==> src/rtl/scan_pkg.sv <==
// Shared definitions for the peak bin scanner.
//   NUM_BINS_DEF / MAG_W_DEF : default spectrum size and magnitude width
//   LANE_W                   : width of the lane number inside one 4-bin word
//   scan_state_e             : sequencer states
package scan_pkg;

    localparam int unsigned NUM_BINS_DEF = 64;
    localparam int unsigned MAG_W_DEF    = 20;
    localparam int unsigned LANE_W       = 2;

    typedef enum logic [1:0] {
        StIdle,
        StRead,
        StDrain,
        StFinish
    } scan_state_e;

endpackage

==> src/rtl/max4_select.sv <==
// Registered four-way maximum select over one memory word of four bins.
// Ports:
//   clk, rst_n : clock, synchronous active-low reset
//   clr        : drops the word presented this cycle (scan abort)
//   in_valid   : in_mags holds a valid word
//   in_mags    : four magnitudes, lane k at [k*MAG_W +: MAG_W]
//   lane, mag  : registered winning lane and its magnitude
//   valid      : registered valid for lane/mag
module max4_select
    import scan_pkg::*;
#(
    parameter int unsigned MAG_W = MAG_W_DEF
) (
    input  logic               clk,
    input  logic               rst_n,
    input  logic               clr,
    input  logic               in_valid,
    input  logic [4*MAG_W-1:0] in_mags,
    output logic [LANE_W-1:0]  lane,
    output logic [MAG_W-1:0]   mag,
    output logic               valid
);

    logic [LANE_W-1:0] best_lane;
    logic [MAG_W-1:0]  best_mag;

    // Strictly-greater replacement scanning upward keeps the lowest lane on ties.
    always_comb begin
        best_lane = '0;
        best_mag  = in_mags[0 +: MAG_W];
        for (int k = 1; k < 4; k++) begin
            if (in_mags[k*MAG_W +: MAG_W] > best_mag) begin
                best_mag  = in_mags[k*MAG_W +: MAG_W];
                best_lane = LANE_W'(k);
            end
        end
    end

    always_ff @(posedge clk) begin
        if (!rst_n) begin
            valid <= 1'b0;
            lane  <= '0;
            mag   <= '0;
        end else begin
            valid <= in_valid && !clr;
            if (in_valid && !clr) begin
                lane <= best_lane;
                mag  <= best_mag;
            end
        end
    end

endmodule

==> src/rtl/peak_bin_scanner.sv <==
// Scans a magnitude memory (four bins per word) and reports the peak bin.
// Ports:
//   clk, rst_n : clock, synchronous active-low reset
//   start      : begin a scan (accepted only when idle); min_mag captured then
//   abort      : terminate a scan in progress, no done pulse
//   min_mag    : threshold for peak_valid
//   rd_en      : memory read strobe
//   rd_addr    : memory word address, word g holds bins 4g..4g+3
//   rd_data    : word returned one cycle after rd_en
//   busy       : scan in progress
//   done       : one-cycle pulse when peak_* update
//   peak_idx   : winning bin index
//   peak_mag   : winning magnitude
//   peak_valid : peak_mag >= captured min_mag
module peak_bin_scanner
    import scan_pkg::*;
#(
    parameter int unsigned NUM_BINS = NUM_BINS_DEF,
    parameter int unsigned MAG_W    = MAG_W_DEF,
    parameter int unsigned IDX_W    = $clog2(NUM_BINS),
    parameter int unsigned ADDR_W   = (NUM_BINS / 4 > 1) ? $clog2(NUM_BINS / 4) : 1
) (
    input  logic               clk,
    input  logic               rst_n,
    input  logic               start,
    input  logic               abort,
    input  logic [MAG_W-1:0]   min_mag,
    output logic               rd_en,
    output logic [ADDR_W-1:0]  rd_addr,
    input  logic [4*MAG_W-1:0] rd_data,
    output logic               busy,
    output logic               done,
    output logic [IDX_W-1:0]   peak_idx,
    output logic [MAG_W-1:0]   peak_mag,
    output logic               peak_valid
);

    localparam int unsigned       NumGroups = NUM_BINS / 4;
    localparam logic [ADDR_W-1:0] LastAddr  = ADDR_W'(NumGroups - 1);
    localparam int unsigned       RunW      = ADDR_W + LANE_W;

    scan_state_e state_q, state_d;

    logic [ADDR_W-1:0] addr_q;
    logic [MAG_W-1:0]  thr_q;

    logic start_acc;
    logic abort_acc;

    // Read-return pipeline tags: data valid, and "this is the last group".
    logic rd_vld_q;
    logic rd_last_q;
    logic s1_last_q;

    logic [LANE_W-1:0] s1_lane;
    logic [MAG_W-1:0]  s1_mag;
    logic              s1_valid;

    // Running-max stage.
    logic [ADDR_W-1:0] grp_q;
    logic              first_q;
    logic [MAG_W-1:0]  run_mag_q;
    logic [RunW-1:0]   run_idx_q;

    logic              done_q;
    logic [IDX_W-1:0]  peak_idx_q;
    logic [MAG_W-1:0]  peak_mag_q;
    logic              peak_valid_q;

    assign start_acc = (state_q == StIdle) && start;
    assign abort_acc = (state_q != StIdle) && abort;

    // ---------------------------------------------------------------- FSM
    always_ff @(posedge clk) begin
        if (!rst_n) begin
            state_q <= StIdle;
        end else begin
            state_q <= state_d;
        end
    end

    always_comb begin
        state_d = state_q;
        unique case (state_q)
            StIdle: begin
                if (start) begin
                    state_d = StRead;
                end
            end
            StRead: begin
                if (abort) begin
                    state_d = StIdle;
                end else if (addr_q == LastAddr) begin
                    state_d = StDrain;
                end
            end
            StDrain: begin
                // The last group sits in stage 1 now and enters the running max at this edge.
                if (abort) begin
                    state_d = StIdle;
                end else if (s1_last_q) begin
                    state_d = StFinish;
                end
            end
            StFinish: begin
                state_d = StIdle;
            end
            default: begin
                state_d = StIdle;
            end
        endcase
    end

    // ------------------------------------------------ address and threshold
    always_ff @(posedge clk) begin
        if (!rst_n) begin
            addr_q <= '0;
            thr_q  <= '0;
        end else if (start_acc) begin
            addr_q <= '0;
            thr_q  <= min_mag;
        end else if (state_q == StRead && addr_q != LastAddr && !abort) begin
            addr_q <= addr_q + ADDR_W'(1);
        end
    end

    assign rd_en   = (state_q == StRead);
    assign rd_addr = addr_q;

    // ------------------------------------------------------- read pipeline
    always_ff @(posedge clk) begin
        if (!rst_n) begin
            rd_vld_q  <= 1'b0;
            rd_last_q <= 1'b0;
            s1_last_q <= 1'b0;
        end else begin
            rd_vld_q  <= rd_en && !abort_acc;
            rd_last_q <= rd_en && (addr_q == LastAddr) && !abort_acc;
            s1_last_q <= rd_last_q && !abort_acc;
        end
    end

    max4_select #(
        .MAG_W (MAG_W)
    ) u_max4_select (
        .clk      (clk),
        .rst_n    (rst_n),
        .clr      (abort_acc),
        .in_valid (rd_vld_q),
        .in_mags  (rd_data),
        .lane     (s1_lane),
        .mag      (s1_mag),
        .valid    (s1_valid)
    );

    // ------------------------------------------------------- running max
    // Groups arrive in address order, so a consumed-group counter supplies g.
    always_ff @(posedge clk) begin
        if (!rst_n) begin
            grp_q     <= '0;
            first_q   <= 1'b0;
            run_mag_q <= '0;
            run_idx_q <= '0;
        end else if (start_acc) begin
            grp_q   <= '0;
            first_q <= 1'b1;
        end else if (s1_valid) begin
            // Strictly greater: cross-group ties keep the earlier bin.
            if (first_q || s1_mag > run_mag_q) begin
                run_mag_q <= s1_mag;
                run_idx_q <= {grp_q, s1_lane};
            end
            grp_q   <= grp_q + ADDR_W'(1);
            first_q <= 1'b0;
        end
    end

    // ------------------------------------------------------------ results
    always_ff @(posedge clk) begin
        if (!rst_n) begin
            done_q       <= 1'b0;
            peak_idx_q   <= '0;
            peak_mag_q   <= '0;
            peak_valid_q <= 1'b0;
        end else begin
            done_q <= 1'b0;
            if (state_q == StFinish && !abort_acc) begin
                done_q       <= 1'b1;
                peak_idx_q   <= run_idx_q[IDX_W-1:0];
                peak_mag_q   <= run_mag_q;
                peak_valid_q <= (run_mag_q >= thr_q);
            end
        end
    end

    assign busy       = (state_q != StIdle);
    assign done       = done_q;
    assign peak_idx   = peak_idx_q;
    assign peak_mag   = peak_mag_q;
    assign peak_valid = peak_valid_q;

endmodule

==> config.mk <==
export PLATFORM = sky130hd
export DESIGN_NAME = peak_bin_scanner
export DESIGN_NICKNAME = d
export VERILOG_FILES = /design/src/rtl/scan_pkg.sv /design/src/rtl/max4_select.sv /design/src/rtl/peak_bin_scanner.sv
export SDC_FILE = /design/constraint.sdc
export NUM_CORES = 1
export LEC_CHECK = 0
export ABC_CLOCK_PERIOD_IN_PS = 12600
export BUFFER_PORTS_ARGS = -buffer_cell sky130_fd_sc_hd__buf_2
export CELL_PAD_IN_SITES_DETAIL_PLACEMENT = 0
export CELL_PAD_IN_SITES_GLOBAL_PLACEMENT = 2
export CORE_UTILIZATION = 31
export DETAILED_ROUTE_END_ITERATION = 10
export PLACE_DENSITY_LB_ADDON = 0.1
export RECOVER_POWER = 100
export SETUP_SLACK_MARGIN = 0.1
export SKIP_LAST_GASP = 1
export SLEW_MARGIN = 0
export SYNTH_ARGS = -nofsm -noshare
export SYNTH_HDL_FRONTEND = slang
export SYNTH_SLANG_ARGS = --single-unit
==> constraint.sdc <==
create_clock -name clk -period 12.6 [get_ports clk]
set_clock_uncertainty 0.2 [all_clocks]
set_input_delay 2.52 -clock clk [delete_from_list [all_inputs] [get_ports clk]]
set_output_delay 2.52 -clock clk [all_outputs]
set_load 0.05 [all_outputs]
## Word level (Yosys, flattened, before mapping)

Index checks and enable logic that the tools add are counted.

- Bits in registers: 111
- Output and inout bits: 34
- Word-level logic and storage cells: 68

- $add $sub $neg: 2
- $lt $le $gt $ge: 5
- Equal/unequal tests: 8
- Muxes and demuxes: 15
- Bitwise gates (word level): 2
- Reduce and logical (&&, ||, !) cells: 19

Operators by type and width:

| cell | count |
|---|---|
| > comparator 20 bit | 4 |
| 2-to-1 mux 20 bit | 3 |
| >= comparator 20 bit | 1 |
| 2-to-1 mux 2 bit | 7 |
| logical AND 1 bit | 10 |
| adder 4 x 1 -> 4 bit (second input constant) | 2 |
| one-hot mux 2 bit (4 select lines) | 1 |
| AND reduction 3 bit | 2 |
| == test 2 bit (second input constant) | 2 |
| == test 4 bit (second input constant) | 1 |
| 2-to-1 mux 1 bit | 4 |
| inequality test 4 bit (second input constant) | 1 |
| nonzero test 2 bit | 2 |
| inequality test 3 x 2 -> 1 bit (second input constant) | 1 |
| inequality test 3 bit (second input constant) | 1 |
| == test 2 x 1 -> 1 bit (second input constant) | 1 |
| logical NOT 1 bit | 2 |
| logical NOT 2 bit | 1 |
| inequality test 2 bit (second input constant) | 1 |
| NOT 1 bit | 2 |
| OR reduction 2 bit | 1 |
| logical OR 1 bit | 1 |

## Logic depth before layout (Yosys ltp)

Gate-level depths: netlist of the first run.

- Depth after elaboration: 6
- Mapped depth: 30
- Mapped depth without buffers: 26

## Hierarchy

From an unflattened synthesis of the first run, not the netlist that was laid out.

- Cells, all modules: 838
- Area total of the unflattened synthesis: 7149.4 um^2

Modules (own cells, without submodules):

| module | instances | cells each | area an instance (um^2) |
|---|---|---|---|
| peak_bin_scanner | 1 | 471 | 4051.4 |
| max4_select | 1 | 367 | 3098.0 |

## Least setup slack after synthesis of the first run

OpenSTA, ideal clock, no wires.

- Path type: in2reg
- From: in rd_data[18]
- To: reg u_max4_select.mag[4]
- Arrival time: 7.995 ns
- Data required time: 12.326 ns
- Setup slack: 4.331 ns
- Stages: 28
- Buffers on the path: 5
- Path through: inv_1 -> ha_1 -> nand4_1 -> nor4_2 -> a21boi_1 -> a2111oi_0 -> a22oi_2 -> buf_4 -> mux2i_1 -> ha_1 -> nor2b_1 -> o211ai_1 -> a21boi_0 -> o41a_1 -> o21ai_2 -> clkbuf_1 -> clkbuf_1 -> a21o_1 -> ha_1 -> a21o_1 -> a21o_1 -> a211oi_1 -> o21ai_0 -> o22a_1 -> clkbuf_1 -> clkbuf_1 -> a211o_1 -> a31oi_1

- Longest elaborated chain between the ends: 6

RTL lines:

| what | line | text |
|---|---|---|
| from (decl) | peak_bin_scanner.sv:30 | `input logic [4*MAG_W-1:0] rd_data,` |
| > comparator 20 bit | max4_select.sv:32 | `if (in_mags[k*MAG_W +: MAG_W] > best_mag) begin` |
| 2-to-1 mux 20 bit (*) | max4_select.sv:32 |  |
| > comparator 20 bit | max4_select.sv:32 |  |
| 2-to-1 mux 20 bit (*) | max4_select.sv:32 |  |
| > comparator 20 bit | max4_select.sv:32 |  |
| 2-to-1 mux 20 bit (*) | max4_select.sv:32 |  |
| to (signal assigned) | max4_select.sv:48 | `mag <= best_mag;` |
| to (decl) | max4_select.sv:20 | `output logic [MAG_W-1:0] mag,` |

Mark *: on every way between the ends. The rest lies on a longest branch, timed or not.
A chain may end at the register's enable or synchronous reset.

## Worst setup path after layout of the first run

- From: in rd_data[18]
- To: reg u_max4_select.mag[0]

The elaborated chain is that of the path after synthesis.

==> impl_metrics.ini, run 1 <==
[outcome]
status = complete, but fails checks
violations = capacitance limit, slew limit

[route]
number_of_detailed_routing_iterations_run_before_antenna_repair = 4
wl_per_cell_microns = 14.5
drt-vias-per-instance = 4.78
remaining_drc_errors = 0
routed_wirelength_mm = 18.1
drtAntennaViolNets = 0
initial_drt_markers = 264
route.vias.total = 5960

[yosys]
synth_top_flop_cell = dfxtp_1
yosys_warnings = 0
synth-edff-count = 0
ys_ff_latch = 111
synthCells = 845
syn_area_sq_um = 7090
netlist.top_cell.by_area = dfxtp_1
yosysUniqueCellTypes = 42
syn_nets = 1051
share_of_the_yosys_chip_area_belonging_to_registers_pct = 31.3
postSynthAreaPerCell_sq_um = 8.39
yosysTopAreaCellShare_pct = 31.3
asyncSetResetFlopFracSynth_pct = 0
yosys-top-cells-area = dfxtp_1, ha_1, nand2_1

[worst_setup_path]
worst_ep_required_time_ns = 12.67
critPathKind = in2reg
cp-end-kind = flip-flop
cp_data_arrival_time_ns = 10.57
critical_path.max_stage_delay_ns = 1.01
cp_common_cell = ha_1
critical_path.slowest_cell = clkbuf_1
critPathMaxFanout = 33
crit_path_start_kind = primary input

[grt]
grt_start_max_net_pins = 103
grt_pass1_vias = 5905
grt_overflow_total = 0
grt_antenna_before_repair = 4
first_pass_grt_wire_length_mm = 30.3
grt_usage_pct = 16.0

[timing]
finalCritPeriodShare_pct = 83.3
final-max-slew-violation-count = 103
fin_tns_setup_ns = 0
timing.fmax_mhz = 95.3
finalHoldWorstSlack_ns = 0.264
worst_slack_ns = 2.10
rsz0062_at_grt = false
final_period_minus_worst_setup_slack_ns = 10.50
max-slew-margin-rel_pct = -142
hold_viol = 0
final-setup-viol-count = 0
worst-slew-pin-transition_ns = 3.63

[cts]
worst_skew_pair.late_latency_ns = 0.35
clock_sink_count = 111
cts_max_path_buffers = 2
tritoncts = yes
post_cts_resize_count = 0
cts_root_buffer_type = clkbuf_16
htreeDepth = 3
number_of_buffers_inserted_by_post_cts_setup_repair = 0
cts_hold_repair.buffers = 0
clkTransAtPathRegs_ns = 0.08
cts_made_buffers = 9

[layout]
fillCellCount = 2380
layout.area.seq_sq_um = 2220
nets = 1166
post-route-util_pct = 37.4
syn2layout_area_growth_pct = 17.0
fraction_of_layout_cells_with_a_size_suffix_above_1_pct = 13.6
multiInputGateArea_sq_um = 4470
finalNonFillerCells = 1246

[floorplan]
initial_core_util_pct = 32.0
die-area_sq_um = 23500
core_area_sq_um = 22200
die_x_microns = 153
dieHeight_microns = 153
boundaryPins = 138
row_count = 54

[power]
vdd.ir_drop.worst_mv = 0.0580
power_density_nw_per_um2 = 106
power_leakage_nw = 3.66

[hold_path]
min_path_type = reg2reg

[placement]
dp.cells = 1229
detailedPlacementHpwl_mm = 14.1
place_ws_ns = 2.64
gpl.final_weighted_congestion = 0.775
numPortBuffers = 137

[flow_run]
timing.max_cap.violations = 1
## routing by layer
layer | up-vias | GRT usage (%) | wire (microns)
li1 | 3191 | - | -
met1 | 2619 | 22.2 | 9400
met2 | 134 | 24.8 | 7460
met3 | 12 | 3.88 | 1070
met4 | 4 | 4.04 | 174
met5 | - | 0 | 20
## stage by stage
step | power [mW] | cell area, sq um
2_1_floorplan | 0.531 | 7090
3_3_place_gp | 0.599 | 8050
3_5_place_dp | 0.598 | 8050
4_1_cts | 0.899 | 8360
5_1_grt | 0.946 | 8290
6_report | 0.884 | 8300
## cells in the final DEF, fill, tap and decap left out, types with 2 or more instances in the layout
master | synthesis | final
nand3_1 | 8 | 8
nand2_1 | 131 | 131
and3_1 | 3 | 3
or2_2 | 2 | 2
a21boi_0 | 49 | 50
xor2_1 | 4 | 4
nor3_1 | 4 | 4
clkbuf_16 | 0 | 9
inv_1 | 66 | 66
dfxtp_1 | 111 | 111
o2111ai_1 | 2 | 2
clkinvlp_4 | 0 | 2
nor2b_1 | 30 | 30
a211oi_1 | 5 | 5
and2_1 | 4 | 3
o21a_1 | 3 | 3
a2111oi_0 | 2 | 2
a21oi_1 | 31 | 31
buf_2 | 3 | 103
xnor2_1 | 2 | 2
mux2i_1 | 48 | 48
a21o_1 | 40 | 40
ha_1 | 102 | 102
buf_4 | 2 | 6
nand4_1 | 20 | 20
a31oi_1 | 22 | 21
o211ai_1 | 3 | 3
nand2b_1 | 6 | 6
a211o_1 | 21 | 21
o21ai_0 | 31 | 31
nor2_1 | 42 | 41
and4_1 | 2 | 2
clkbuf_1 | 34 | 36
## area by class of cell
| type | count | share of cell area [%] |
|---|---|---|
| multi-input combinational | 627 | 53.9 |
| sequential | 111 | 26.8 |
| timing repair buffer | 145 | 8.38 |
| tap | 280 | 4.22 |
| inverter | 66 | 2.99 |
| clock buffer | 10 | 2.88 |
| clock inverter | 6 | 0.814 |
| antenna | 1 | 0.0302 |
## power breakdown
group / switching [mW] / internal (mW)
sequential: 0.00527 / 0.358
clock: 0.136 / 0.161
combinational: 0.127 / 0.0976
total: 0.268 / 0.616
## sequential cells by signal, indices dropped and copies added (netlist names)
name and count:
done 1, first_q 1, u_max4_select.mag 20, u_max4_select.valid 1, u_max4_select.lane 2, rd_addr 4
s1_last_q 1, run_mag_q 20, thr_q 20, peak_valid 1, rd_last_q 1, state_q 2
peak_idx 6, peak_mag 20, grp_q 4, run_idx_q 6, rd_vld_q 1
## path summary, 6_finish.rpt
path	startpoint	to	slack [ns]	depth (start not counted)
setup reg to reg	run_mag_q[13]	run_mag_q[8]	9.46	11
hold reg to reg	rd_last_q	s1_last_q	0.26	1
setup / recovery	rd_data[18]	u_max4_select.mag[0]	2.10	29
hold / removal	rd_last_q	s1_last_q	0.26	1
## cells in the mapped netlist, types with 3 or more instances
master,n
and3_1,3
a21oi_1,31
dfxtp_1,111
clkbuf_1,34
and2_1,4
nand2b_1,6
o21ai_0,31
nor2_1,42
o21a_1,3
a21boi_0,49
a21o_1,40
mux2i_1,48
nand2_1,131
inv_1,66
nand3_1,8
xor2_1,4
a31oi_1,22
buf_2,3
nand4_1,20
a211oi_1,5
o211ai_1,3
ha_1,102
nor2b_1,30
nor3_1,4
a211o_1,21
## critical path, delay by kind of cell
| kind | cells | cell delay (ns) |
|---|---|---|
| AO/OA/AOI/OAI | 14 | 3.79 |
| buffers and inverters | 5 | 1.88 |
| AND/OR/NAND/NOR | 6 | 0.99 |
| adder cells (fa/ha/maj) | 3 | 0.93 |
| multiplexers | 1 | 0.43 |
## kinds of logic after synthesis
family | after synthesis | synth area share, %
multiplexers | 48 | 6.77
AO/OA/AOI/OAI | 217 | 21.1
buffers and inverters | 107 | 5.82
flip-flops | 111 | 31.3
AND/OR/NAND/NOR | 254 | 16.3
XOR/XNOR | 6 | 0.741
adder cells (fa/ha/maj) | 102 | 18.0
No activity file was read; power rests on OpenSTA's default activity.
==> inputs of run 2 (changes only) <==
Settings changed: ABC_AREA set to 1, ABC_CLOCK_PERIOD_IN_PS 12600 to 8900, CORE_UTILIZATION 31 to 29.
Clock period 12.6 ns to 8.9 ns, I/O delays scaled along.
==> run 2 against run 1 <==
  * The run still ends with capacitance limit, slew limit left
  * Worst setup slack lost 0.88 ns
  * Hold slack worse by 0.035 ns
  * Die area up 20%
  * Non-clock buffer count up 3
  * Highest routed layer unchanged
==> impl_metrics.ini, run 2 <==
[timing]
rsz0062_at_grt = false
hold_viol = 0
max-slew-margin-rel_pct = -110
finalCritPeriodShare_pct = 86.3
final_period_minus_worst_setup_slack_ns = 7.68
final-max-slew-violation-count = 105
final-setup-viol-count = 0
timing.fmax_mhz = 130
worst_slack_ns = 1.22
fin_tns_setup_ns = 0
finalHoldWorstSlack_ns = 0.228
worst-slew-pin-transition_ns = 3.15

[yosys]
synthCells = 1138
yosys-top-cells-area = dfxtp_1, ha_1, nand2_1
synth.cells.most_frequent = nand2_1, inv_1, a21oi_1
asyncSetResetFlopFracSynth_pct = 0
synth-edff-count = 0
syn_area_sq_um = 7960
yosysTopAreaCellShare_pct = 27.9
syn_nets = 1344
share_of_the_yosys_chip_area_belonging_to_registers_pct = 27.9
yosys_warnings = 0
netlist.top_cell.by_area = dfxtp_1
yosysUniqueCellTypes = 34
ys_ff_latch = 111
postSynthAreaPerCell_sq_um = 6.99
post-synth-top-count-cell = nand2_1
synth_top_flop_cell = dfxtp_1

[route]
routed_wirelength_mm = 21.7
drt-vias-per-instance = 4.40
drtAntennaViolNets = 0
wl_per_cell_microns = 13.6
route.vias.total = 7022
number_of_detailed_routing_iterations_run_before_antenna_repair = 4
initial_drt_markers = 313
remaining_drc_errors = 0

[worst_setup_path]
critical_path.max_stage_delay_ns = 0.66
crit_path_start_kind = primary input
critPathMaxFanout = 22
ff2ff_setup_slack_ns = 5.86
critical_path.slowest_cell = nand2_1
cp_common_cell = nand2_1
critPathKind = in2reg
worst_ep_required_time_ns = 8.87
cp-end-kind = flip-flop
cp_data_arrival_time_ns = 7.65

[floorplan]
die_x_microns = 168
die-area_sq_um = 28100
initial_core_util_pct = 29.5
core_area_sq_um = 27000
row_count = 60
dieHeight_microns = 168
boundaryPins = 138

[layout]
nets = 1453
layout.cells.most_common = nand2_1
post-route-util_pct = 33.8
fraction_of_layout_cells_with_a_size_suffix_above_1_pct = 16.8
mostFrequentLayoutCells = nand2_1, inv_1, a21oi_1, dfxtp_1, buf_2
layout.cell_area.non_filler_sq_um = 9120
syn2layout_area_growth_pct = 14.6
finalNonFillerCells = 1595

[power]
vdd.ir_drop.worst_mv = 0.177
p_clk_share_pct = 21.7
power.share.switching_pct = 45.1
power_leakage_nw = 4.49
switchingPower_mw = 0.834
finalPower_mw = 1.85
p_seq_share_pct = 32.1
power_report.internal_total_mw = 1.02
power_density_nw_per_um2 = 203
pwr-share-comb_pct = 46.2

[cts]
htreeDepth = 3
tritoncts = yes
worst_skew_pair.late_latency_ns = 0.36
clkTransAtPathRegs_ns = 0.08
cts_root_buffer_type = clkbuf_16
cts_max_path_buffers = 2
number_of_buffers_inserted_by_post_cts_setup_repair = 0
cts_made_buffers = 9
post_cts_resize_count = 0
clock_sink_count = 111
cts_hold_repair.buffers = 0

[placement]
place_ws_ns = 1.07
placed_area_sq_um = 8890
gpl.final_weighted_congestion = 0.784
detailedPlacementHpwl_mm = 17.4
numPortBuffers = 137
dp.cells = 1577

[grt]
grt_overflow_total = 0
grt_start_max_net_pins = 76
first_pass_grt_wire_length_mm = 35.8
grt_antenna_before_repair = 3
grt_usage_pct = 15.9
grt_pass1_vias = 6931

[hold_path]
min_path_type = reg2reg

[outcome]
violations = capacitance limit, slew limit
status = complete, but fails checks

[flow_run]
timing.max_cap.violations = 2
==> run 2: critical path: cells and delay by family <==
| family | cells | cell delay [ns] |
|---|---|---|
| AOI/OAI and AO/OA | 1 | 0.06 |
| adders and majority gates | 3 | 0.86 |
| buffers and inverters | 7 | 1.18 |
| and+or+nand+nor | 25 | 3.74 |
==> run 2: final cells by class <==
type,instances,area [sq um]
multi-input combinational,805,4810
fill,3040,17800
clock inverter,7,66.3
timing repair buffer,148,718
tap,341,427
clock buffer,9,225
antenna,2,5.00
inverter,172,648
sequential,111,2220
==> run 2: logic make-up (layout without fill, tap and decap cells) <==
family | Yosys count | count (layout) | synth area share [%]
AND/OR/NAND/NOR | 488 | 488 | 29.6
AO/OA/AOI/OAI | 214 | 214 | 14.7
other | 0 | 2 | 0
buffers and inverters | 222 | 336 | 11.6
flip-flops | 111 | 111 | 27.9
XOR/XNOR | 1 | 1 | 0.110
adder cells (fa/ha/maj) | 102 | 102 | 16.0
==> run 2: layer usage <==
| layer | up-vias | routed length, microns | GRT usage (%) |
|---|---|---|---|
| li1 | 3923 | - | - |
| met1 | 2965 | 11400 | 22.2 |
| met5 | - | 13 | 0 |
| met4 | 2 | 185 | 3.47 |
| met2 | 119 | 9440 | 25.9 |
| met3 | 13 | 668 | 2.17 |
==> run 2: power groups by stage <==
stage / clock network, mW / logic (mW) / registers, mW
global placement: 0 / 0.879 / 0.607
floorplan: 0 / 0.651 / 0.648
finish: 0.402 / 0.855 / 0.595
detailed placement: 0 / 0.876 / 0.607
CTS: 0.421 / 0.880 / 0.596
global route: 0.441 / 0.987 / 0.604
==> run 2: final timing paths <==
check                 from               endpoint  depth (start not counted)
min reg2reg      rd_last_q              s1_last_q                          2
min              rd_last_q              s1_last_q                          2
max reg2reg  run_mag_q[19]           run_idx_q[1]                         13
max            rd_data[11]  u_max4_select.mag[18]                         36
